<file path="config.mk">
export PLATFORM = sky130hd
export DESIGN_NAME = spu_issue_scheduler
export DESIGN_NICKNAME = d
export VERILOG_FILES = /design/src/rtl/spu_issue_scheduler.sv
export SDC_FILE = /design/constraint.sdc
export NUM_CORES = 1
export LEC_CHECK = 0
export CAP_MARGIN = 20
export CORE_MARGIN = 4
export CORE_UTILIZATION = 45
export CTS_BUF_LIST = sky130_fd_sc_hd__clkbuf_4
export DETAILED_ROUTE_END_ITERATION = 16
export PLACE_DENSITY = 0.59
export RECOVER_POWER = 25
export SYNTH_ARGS = -nofsm -noshare
export SYNTH_HDL_FRONTEND = slang
export SYNTH_SLANG_ARGS = --single-unit
</file>
<file path="constraint.sdc">
create_clock -name i_clk -period 8.5 [get_ports i_clk]
set_input_delay 1.7 -clock i_clk [delete_from_list [all_inputs] [get_ports i_clk]]
set_output_delay 1.7 -clock i_clk [all_outputs]
set_load 0.05 [all_outputs]
</file>
<file path="src/rtl/spu_issue_scheduler.sv">
// spu_issue_scheduler
// Single-issue dispatch and hazard scheduler for the SPU dual-pipe datapath.
// A decoded instruction is accepted only when its sources have no pending
// writes (RAW), its destination has no pending write (WAW), the shared
// register-file write port is free in its writeback cycle and the target
// pipe is not stalled. Accepted instructions are presented on the registered
// iss_* outputs one cycle later, and the pending write is tracked until it
// reaches the write port.
//
// Ports
//   i_clk            clock, rising edge
//   i_rst_n          asynchronous active-low reset
//   i_in_valid       decoded instruction present
//   o_in_ready       accept this cycle (combinational)
//   i_in_pipe        0 = even pipe, 1 = odd pipe
//   i_in_op          11-bit normalised opcode
//   i_in_ra/rb/rc    source registers
//   i_in_use         source-used mask {rc,rb,ra}
//   i_in_rt          destination register
//   i_in_wr          instruction writes i_in_rt
//   i_in_lat         cycles from accept to writeback (0 behaves as 1)
//   i_ev_stall       even pipe cannot accept
//   i_od_stall       odd pipe cannot accept
//   i_flush          branch redirect, blocks accept
//   o_iss_*          registered issue strobe and fields
//   o_wb_due         shared write port used this cycle
//   o_wb_rt          register written when o_wb_due is high
//   o_stall_cnt      saturating count of blocked cycles
module spu_issue_scheduler #(
  parameter int NREG = 128,
  parameter int RW   = 7,
  parameter int LATW = 3,
  parameter int SCW  = 16
) (
  input  logic            i_clk,
  input  logic            i_rst_n,
  input  logic            i_in_valid,
  output logic            o_in_ready,
  input  logic            i_in_pipe,
  input  logic [10:0]     i_in_op,
  input  logic [RW-1:0]   i_in_ra,
  input  logic [RW-1:0]   i_in_rb,
  input  logic [RW-1:0]   i_in_rc,
  input  logic [2:0]      i_in_use,
  input  logic [RW-1:0]   i_in_rt,
  input  logic            i_in_wr,
  input  logic [LATW-1:0] i_in_lat,
  input  logic            i_ev_stall,
  input  logic            i_od_stall,
  input  logic            i_flush,
  output logic            o_iss_valid,
  output logic            o_iss_pipe,
  output logic [10:0]     o_iss_op,
  output logic [RW-1:0]   o_iss_ra,
  output logic [RW-1:0]   o_iss_rb,
  output logic [RW-1:0]   o_iss_rc,
  output logic [RW-1:0]   o_iss_rt,
  output logic            o_wb_due,
  output logic [RW-1:0]   o_wb_rt,
  output logic [SCW-1:0]  o_stall_cnt
);

  // Slot k of the reservation vector stands for the write port k cycles
  // from now; the largest latency needs slot 2^LATW-2 after the first shift.
  localparam int NSLOT = (2 ** LATW) - 1;

  logic [LATW-1:0] r_cnt [NREG];
  logic [NSLOT-1:0] r_resv;
  logic [RW-1:0]   r_tag [NSLOT];
  logic [SCW-1:0]  r_stall_cnt;

  logic [LATW-1:0] w_lat;
  logic            w_src_busy;
  logic            w_rt_busy;
  logic            w_port_busy;
  logic            w_pipe_stall;
  logic            w_accept;
  logic            w_wr_acc;
  logic [NSLOT:0]  w_resv_ext;
  logic [NSLOT-1:0] w_resv_nxt;
  logic [RW-1:0]   w_tag_nxt [NSLOT];

  always_comb begin
    w_lat = (i_in_lat == '0) ? LATW'(1) : i_in_lat;

    w_src_busy = (i_in_use[0] && (r_cnt[i_in_ra] != '0)) ||
                 (i_in_use[1] && (r_cnt[i_in_rb] != '0)) ||
                 (i_in_use[2] && (r_cnt[i_in_rc] != '0));
    w_rt_busy  = i_in_wr && (r_cnt[i_in_rt] != '0);

    // The port slot for cycle t+L is R[L]; L = 2^LATW-1 looks one past the
    // top of the vector, which is always free.
    w_resv_ext  = {1'b0, r_resv};
    w_port_busy = i_in_wr && w_resv_ext[w_lat];

    w_pipe_stall = i_in_pipe ? i_od_stall : i_ev_stall;
    w_accept     = i_in_valid && !i_flush && !w_pipe_stall &&
                   !w_src_busy && !w_rt_busy && !w_port_busy;
    w_wr_acc     = w_accept && i_in_wr;
  end

  assign o_in_ready = w_accept;

  always_comb begin
    w_resv_nxt = r_resv >> 1;
    for (int k = 0; k < NSLOT - 1; k++) begin
      w_tag_nxt[k] = r_tag[k+1];
    end
    w_tag_nxt[NSLOT-1] = '0;
    if (w_wr_acc) begin
      // Slot L-1 after this shift lands in R[0] exactly L cycles from now.
      w_resv_nxt[w_lat - 1'b1] = 1'b1;
      w_tag_nxt[w_lat - 1'b1]  = i_in_rt;
    end
  end

  always_ff @(posedge i_clk or negedge i_rst_n) begin
    if (!i_rst_n) begin
      for (int i = 0; i < NREG; i++) begin
        r_cnt[i] <= '0;
      end
    end else begin
      for (int i = 0; i < NREG; i++) begin
        if (w_wr_acc && (i_in_rt == RW'(i))) begin
          r_cnt[i] <= w_lat;
        end else if (r_cnt[i] != '0) begin
          r_cnt[i] <= r_cnt[i] - 1'b1;
        end
      end
    end
  end

  always_ff @(posedge i_clk or negedge i_rst_n) begin
    if (!i_rst_n) begin
      r_resv <= '0;
      for (int k = 0; k < NSLOT; k++) begin
        r_tag[k] <= '0;
      end
    end else begin
      r_resv <= w_resv_nxt;
      for (int k = 0; k < NSLOT; k++) begin
        r_tag[k] <= w_tag_nxt[k];
      end
    end
  end

  always_ff @(posedge i_clk or negedge i_rst_n) begin
    if (!i_rst_n) begin
      r_stall_cnt <= '0;
    end else if (i_in_valid && !w_accept && (r_stall_cnt != '1)) begin
      r_stall_cnt <= r_stall_cnt + 1'b1;
    end
  end

  always_ff @(posedge i_clk or negedge i_rst_n) begin
    if (!i_rst_n) begin
      o_iss_valid <= 1'b0;
      o_iss_pipe  <= 1'b0;
      o_iss_op    <= '0;
      o_iss_ra    <= '0;
      o_iss_rb    <= '0;
      o_iss_rc    <= '0;
      o_iss_rt    <= '0;
    end else begin
      o_iss_valid <= w_accept;
      if (w_accept) begin
        o_iss_pipe <= i_in_pipe;
        o_iss_op   <= i_in_op;
        o_iss_ra   <= i_in_ra;
        o_iss_rb   <= i_in_rb;
        o_iss_rc   <= i_in_rc;
        o_iss_rt   <= i_in_rt;
      end
    end
  end

  assign o_wb_due    = r_resv[0];
  assign o_wb_rt     = r_tag[0];
  assign o_stall_cnt = r_stall_cnt;

endmodule

</file>
==> flow_metrics.py, run 1 <==
metrics = {
    "critical_path": {
        "reg2reg_to": "r_tag[39]",
        "worstPathRequired_ps": 6800,
        "r2r_setup_slack_ps": 2990,
        "worstSetupPathType": "in -> out",
        "crit_path_end_kind": "primary output",
        "r2r_start": "r_cnt[285]",
        "ff2ff_path_depth": 11,
        "crit_fanout": 23,
        "arrival_ps": 6140,
        "startpoint_type": "input pin",
    },
    "synthesis": {
        "synth_top_family_by_area": "multiplexers",
        "netlist_instances": 3701,
        "synth_edf_count": 0,
        "ys_ff_latch": 497,
        "synth_seq_area_share_pct": 33.5,
        "synth_compound_area_share_pct": 7.73,
        "yosysWarningCount": 0,
        "synth_nets": 4012,
        "synth_fa_ha_area_share_pct": 8.70,
        "synthesis.area_um2": 37100,
        "ys.flop_type": "dfrtp_1",
        "synth_simple_gate_area_share_pct": 14.5,
        "avgSynthCellArea_um2": 10.0,
        "muxShareOfSynthArea_pct": 26.6,
        "synthArstFlopShare_pct": 100,
        "synth_cell_type_count": 73,
        "synth_xor_area_share_pct": 3.40,
    },
    "clocking": {
        "numCtsBuffers": 147,
        "cts_setup_buffers": 0,
        "cts_tree": "done",
        "clock_sink_count": 497,
        "clk_pin_slew_worst_paths_ps": 60,
        "clk_latency_ps": 1040,
        "clock_path_buffers": 3,
        "cts_hold_buf": 0,
        "ctsRootBufferMaster": "clkbuf_4",
        "htree_levels": 4,
        "post_cts_resized": 0,
    },
    "worst_hold_path": {
        "min_from": "r_tag[16]",
        "holdPathStages": 1,
        "hold_end": "r_tag[23]",
        "min_path_type": "reg -> reg",
    },
    "placed_design": {
        "gp_congestion": 0.966,
        "hpwl_um": 85100,
        "placed_cells": 4740,
        "port-buffer-count": 118,
        "pre_cts_ws_ps": 897,
    },
    "floorplanning": {
        "io_pins": 119,
        "fp.dieH_um": 295,
        "die_area_um2": 87100,
        "core_um2": 82000,
        "die-width_um": 295,
        "rows": 105,
        "start_util_pct": 45.3,
    },
    "timing": {
        "setup_slack_ps": 660,
        "tightestPinTransition_ps": 4890,
        "hold_violations": 0,
        "holdWs_ps": 461,
        "max_freq_mhz": 128,
        "setup_viol": 0,
        "max_slew_margin_pct": -226,
        "slew_violations": 152,
        "rsz0062_at_grt": "no",
        "period_share_pct": 92.2,
        "final.min_clock_period_ps": 7840,
        "fin_skew_ps": 79.0,
        "setup_tns_ps": 0,
    },
    "global_route": {
        "grt_max_degree": 162,
        "grt_pass1_vias": 30300,
        "track_usage_pct": 28.3,
        "antenna_found_initial": 5,
        "overflow": 0,
        "grt_pass1_wl_um": 187000,
    },
    "detailed_routing": {
        "ant_nets": 0,
        "wl_per_cell_um": 24.7,
        "drt-initial-drc-count": 2773,
        "viasPerCell": 6.08,
        "drt_wl_total_um": 124000,
        "route.detailed.drc": 0,
        "drtPass1Iterations": 8,
        "via_count": 30400,
    },
    "outcome": {
        "violations": "max-capacitance violations, max-slew violations",
        "status": "finished with violations",
    },
    "final_layout": {
        "layout_commonest_cell": "dfrtp_1",
        "final_cell_mix": "497 x dfrtp_1, 332 x mux2_2, 320 x mux2i_1",
        "drive_gt1_share_pct": 20.5,
        "area_growth_pct": 10.6,
        "fin_util_pct": 50.1,
        "finalNetCount": 4130,
        "n_fill_cell": 7694,
        "layout.cells.non_filler": 5003,
    },
    "pwr": {
        "irDropWorstVdd_uv": 238,
        "powerDensity_nw_per_um2": 363,
        "cellLeakagePower_nw": 19.6,
    },
    "flow_run": {
        "maxCapViolCount": 2,
    },
}
-- sequential cells by signal, indices dropped and copies added (netlist names) --
register	cells
o_iss_rt	7
o_iss_rb	7
o_iss_rc	7
r_resv	7
o_iss_op	11
o_stall_cnt	16
o_iss_valid	1
r_tag	42
r_cnt	384
o_iss_ra	7
o_wb_rt	7
o_iss_pipe	1
-- synthesized netlist by cell type, types with 13 or more instances --
| master | number | area share (%) |
|---|---|---|
| a31oi_1 | 33 | 0.56 |
| a2111oi_0 | 22 | 0.52 |
| inv_1 | 270 | 2.7 |
| nand4_1 | 13 | 0.22 |
| buf_2 | 61 | 0.82 |
| nor3_1 | 202 | 2.7 |
| nand2_1 | 190 | 1.9 |
| a311oi_1 | 15 | 0.35 |
| a22oi_1 | 13 | 0.26 |
| dfrtp_1 | 497 | 34 |
| buf_1 | 19 | 0.19 |
| nor4_1 | 37 | 0.62 |
| nand3_2 | 17 | 0.46 |
| ha_1 | 258 | 8.7 |
| mux2i_1 | 320 | 8.6 |
| nand3_1 | 134 | 1.8 |
| a21oi_1 | 83 | 1.1 |
| mux4_2 | 126 | 7.6 |
| xnor2_1 | 129 | 3.0 |
| xor2_1 | 15 | 0.35 |
| buf_4 | 17 | 0.34 |
| o21ai_0 | 155 | 2.1 |
| nand2b_1 | 159 | 2.7 |
| nor2_1 | 278 | 2.8 |
| clkbuf_1 | 86 | 0.87 |
| a211oi_1 | 61 | 1.2 |
| mux2_2 | 332 | 10 |
-- cell type report --
| type | instances | area (um^2) | area share [%] |
|---|---|---|---|
| multi-input cells | 2731 | 22700 | 55.4 |
| flip-flops and latches | 497 | 12400 | 30.3 |
| clock buffers | 219 | 1640 | 4.01 |
| repair buffers | 168 | 1570 | 3.82 |
| well taps | 1070 | 1340 | 3.26 |
| inverters | 274 | 1030 | 2.52 |
| clock inverters | 37 | 274 | 0.668 |
| diodes | 7 | 17.5 | 0.0427 |
-- critical path: stages --
cell and delay, ps:
clkdlybuf4s50_1 890, inv_1 430, nand4_1 310, a221o_1 160
a311oi_1 80, nor4b_1 1020, o311ai_0 370, nor4_1 290
and4_4 650, buf_12 210
-- kinds of logic (layout without fill, tap and decap cells) --
group | count (synthesis) | after routing
AO/OA/AOI/OAI | 453 | 453
XOR/XNOR | 144 | 144
adder cells (fa/ha/maj) | 258 | 258
buffers and inverters | 473 | 698
flip-flops | 497 | 497
multiplexers | 784 | 784
other | 0 | 7
AND/OR/NAND/NOR | 1092 | 1092
-- per-stage QoR --
stage / area (um^2) / total power, mW
2_1_floorplan: 37100 / 10.3
3_3_place_gp: 39100 / 12.2
3_5_place_dp: 39100 / 12.4
4_1_cts: 41000 / 14.9
5_1_grt: 41000 / 16.2
6_report: 41000 / 14.9
-- power by group --
group / internal, mW / switching (mW)
sequential: 3.50 / 1.62
clock: 1.32 / 1.10
combinational: 3.62 / 3.72
total: 8.45 / 6.44
-- routing by layer --
metal	wire length [um]	vias to the layer above	GRT usage [%]
met5	13	-	0
met4	6980	2	14.9
met3	11600	383	8.14
met2	54800	1429	43.9
met1	50200	15000	36.0
li1	-	13600	-
-- worst max-delay path by stage --
stage,start,endpoint,slack [ps],depth (start not counted)
after floorplan,i_in_rc[0],o_in_ready,2550,11
after global placement,i_in_rb[4],o_in_ready,850,10
after detailed placement,i_in_rb[4],o_in_ready,900,10
after CTS,i_in_rb[4],o_in_ready,890,10
after global routing,i_in_rb[4],o_in_ready,850,10
final,i_in_rb[4],o_in_ready,660,10
No activity file was read; power rests on OpenSTA's default activity.
==> run 2: changes to the inputs <==
--- a/config.mk
+++ b/config.mk
@@ -6,6 +6,7 @@
 export NUM_CORES = 1
 export LEC_CHECK = 0
 export CAP_MARGIN = 20
+export CORE_ASPECT_RATIO = 0.9
 export CORE_MARGIN = 4
 export CORE_UTILIZATION = 45
 export CTS_BUF_LIST = sky130_fd_sc_hd__clkbuf_4
==> flow_metrics.py, run 2 (synthesized netlist as in run 1, its figures left out) <==
metrics = {
    "detailed_routing": {
        "drt_wl_total_um": 124000,
        "via_count": 30500,
        "ant_nets": 0,
        "drtPass1Iterations": 6,
        "wl_per_cell_um": 24.9,
        "route.detailed.drc": 0,
        "viasPerCell": 6.12,
        "drt-initial-drc-count": 3486,
    },
    "critical_path": {
        "startpoint_type": "input pin",
        "startpoint": "i_in_rb[4]",
        "worstPathRequired_ps": 6800,
        "slowest_delay_ps": 900,
        "path_delay_family": "simple AND/OR/NAND/NOR gates",
        "cp_slowest_cell": "clkdlybuf4s50_1",
        "worstSetupPathType": "in -> out",
        "crit_fanout": 6,
        "worst-path-stages": 10,
        "reg2reg_to": "o_wb_rt[2]",
        "r2r_setup_slack_ps": 3340,
        "arrival_ps": 5350,
        "crit_chain": "clkdlybuf4s50_1 -> inv_1 -> nand4_1 -> a221o_1 -> a311oi_1 -> nor4b_1 -> o311ai_0 -> nor4_1 -> and4_4 -> buf_12",
        "crit_path_end_kind": "primary output",
        "ff2ff_path_depth": 11,
        "crit_buf_inv": 3,
        "r2r_start": "r_cnt[276]",
    },
    "timing": {
        "final.min_clock_period_ps": 7050,
        "period_share_pct": 82.9,
        "max_slew_margin_pct": -154,
        "max_freq_mhz": 142,
        "fin_skew_ps": 55.0,
        "setup_tns_ps": 0,
        "tightestPinTransition_ps": 3800,
        "setup_viol": 0,
        "rsz0062_at_grt": "no",
        "slew_violations": 293,
        "hold_violations": 0,
        "setup_slack_ps": 1450,
    },
    "final_layout": {
        "layout_commonest_cell": "dfrtp_1",
        "finalNetCount": 4138,
        "area_growth_pct": 9.99,
        "layout.cells.non_filler": 4980,
        "final_cell_mix": "497 x dfrtp_1, 332 x mux2_2, 320 x mux2i_1",
        "drive_gt1_share_pct": 20.2,
        "largest-register": "r_cnt",
        "stdcell_area_um2": 40800,
        "largest_reg_flops": 384,
    },
    "worst_hold_path": {
        "min_path_type": "reg -> reg",
        "min_from": "r_resv[5]",
        "hold_end": "r_resv[4]",
        "holdPathStages": 1,
    },
    "clocking": {
        "clk_latency_ps": 1030,
        "clock_path_buffers": 3,
        "htree_levels": 4,
        "post_cts_resized": 0,
        "numCtsBuffers": 143,
        "clk_pin_slew_worst_paths_ps": 60,
        "cts_setup_buffers": 0,
        "ctsRootBufferMaster": "clkbuf_4",
        "cts_hold_buf": 0,
        "clock_sink_count": 497,
        "cts_tree": "done",
    },
    "pwr": {
        "irDropWorstVdd_uv": 225,
        "cellLeakagePower_nw": 19.5,
        "powerDensity_nw_per_um2": 357,
    },
    "placed_design": {
        "gp_congestion": 0.943,
        "hpwl_um": 84600,
        "place_area_um2": 39200,
        "pre_cts_ws_ps": 1460,
        "port-buffer-count": 118,
        "placed_cells": 4742,
    },
    "global_route": {
        "antenna_found_initial": 8,
        "grt_max_degree": 137,
        "overflow": 0,
        "grt_pass1_wl_um": 187000,
        "track_usage_pct": 28.2,
        "grt_pass1_vias": 29500,
    },
    "floorplanning": {
        "start_util_pct": 45.6,
        "die_area_um2": 87100,
        "die-width_um": 311,
        "core_um2": 81400,
        "fp.dieH_um": 280,
        "rows": 99,
        "io_pins": 119,
    },
    "flow_run": {
        "maxCapViolCount": 3,
    },
    "outcome": {
        "status": "finished with violations",
        "violations": "max-capacitance violations, max-slew violations",
    },
}
-- run 2: per-layer routing --
metal  track usage, %  vias up  share of wire [%]
li1                 -    13600                  -
met1             39.6    15000                 43
met2             40.0     1539                 41
met3             9.17      300                 12
met4             11.4        6                3.9
met5            0.541        -              0.081
-- run 2: layout make-up --
class	count	area [um^2]
clock inverters	42	229
clock buffers	190	1430
multi-input cells	2731	22700
repair buffers	180	1650
inverters	274	1030
fillers	7605	40600
diodes	6	15.0
well taps	1060	1330
flip-flops and latches	497	12400
-- run 2: how the worst max path moves through the flow --
stage          slack, ps         end
4_1_cts             1480  o_in_ready
3_3_place_gp        1560  o_in_ready
6_report            1450  o_in_ready
5_1_grt              790  r_cnt[293]
3_5_place_dp        1460  o_in_ready
2_1_floorplan       2550  o_in_ready
-- run 2: worst register-to-register path, cell delays in order, from the launching register on --
cell	delay (ps)
dfrtp_1	440
nor3_1	640
mux4_2	410
nor3b_1	200
a311oi_1	130
nor4b_1	740
o311ai_0	330
nor4_1	250
and4_4	350
buf_4	700
nand4_2	450
mux2_2	400
-- run 2: where the power goes --
group,total (mW),internal (mW),switching [mW]
registers,5.10,3.50,1.60
clock network,2.18,1.09,1.09
logic,7.29,3.62,3.67
total,14.6,8.22,6.36
-- run 2: metrics by stage --
stage	power, mW	util (%)	hold slack, ps
5_1_grt	15.8	50.2	470
4_1_cts	14.6	50.2	446
3_5_place_dp	12.3	48.2	449
3_3_place_gp	12.1	48.1	451
6_report	14.6	50.2	463
2_1_floorplan	10.3	-	428
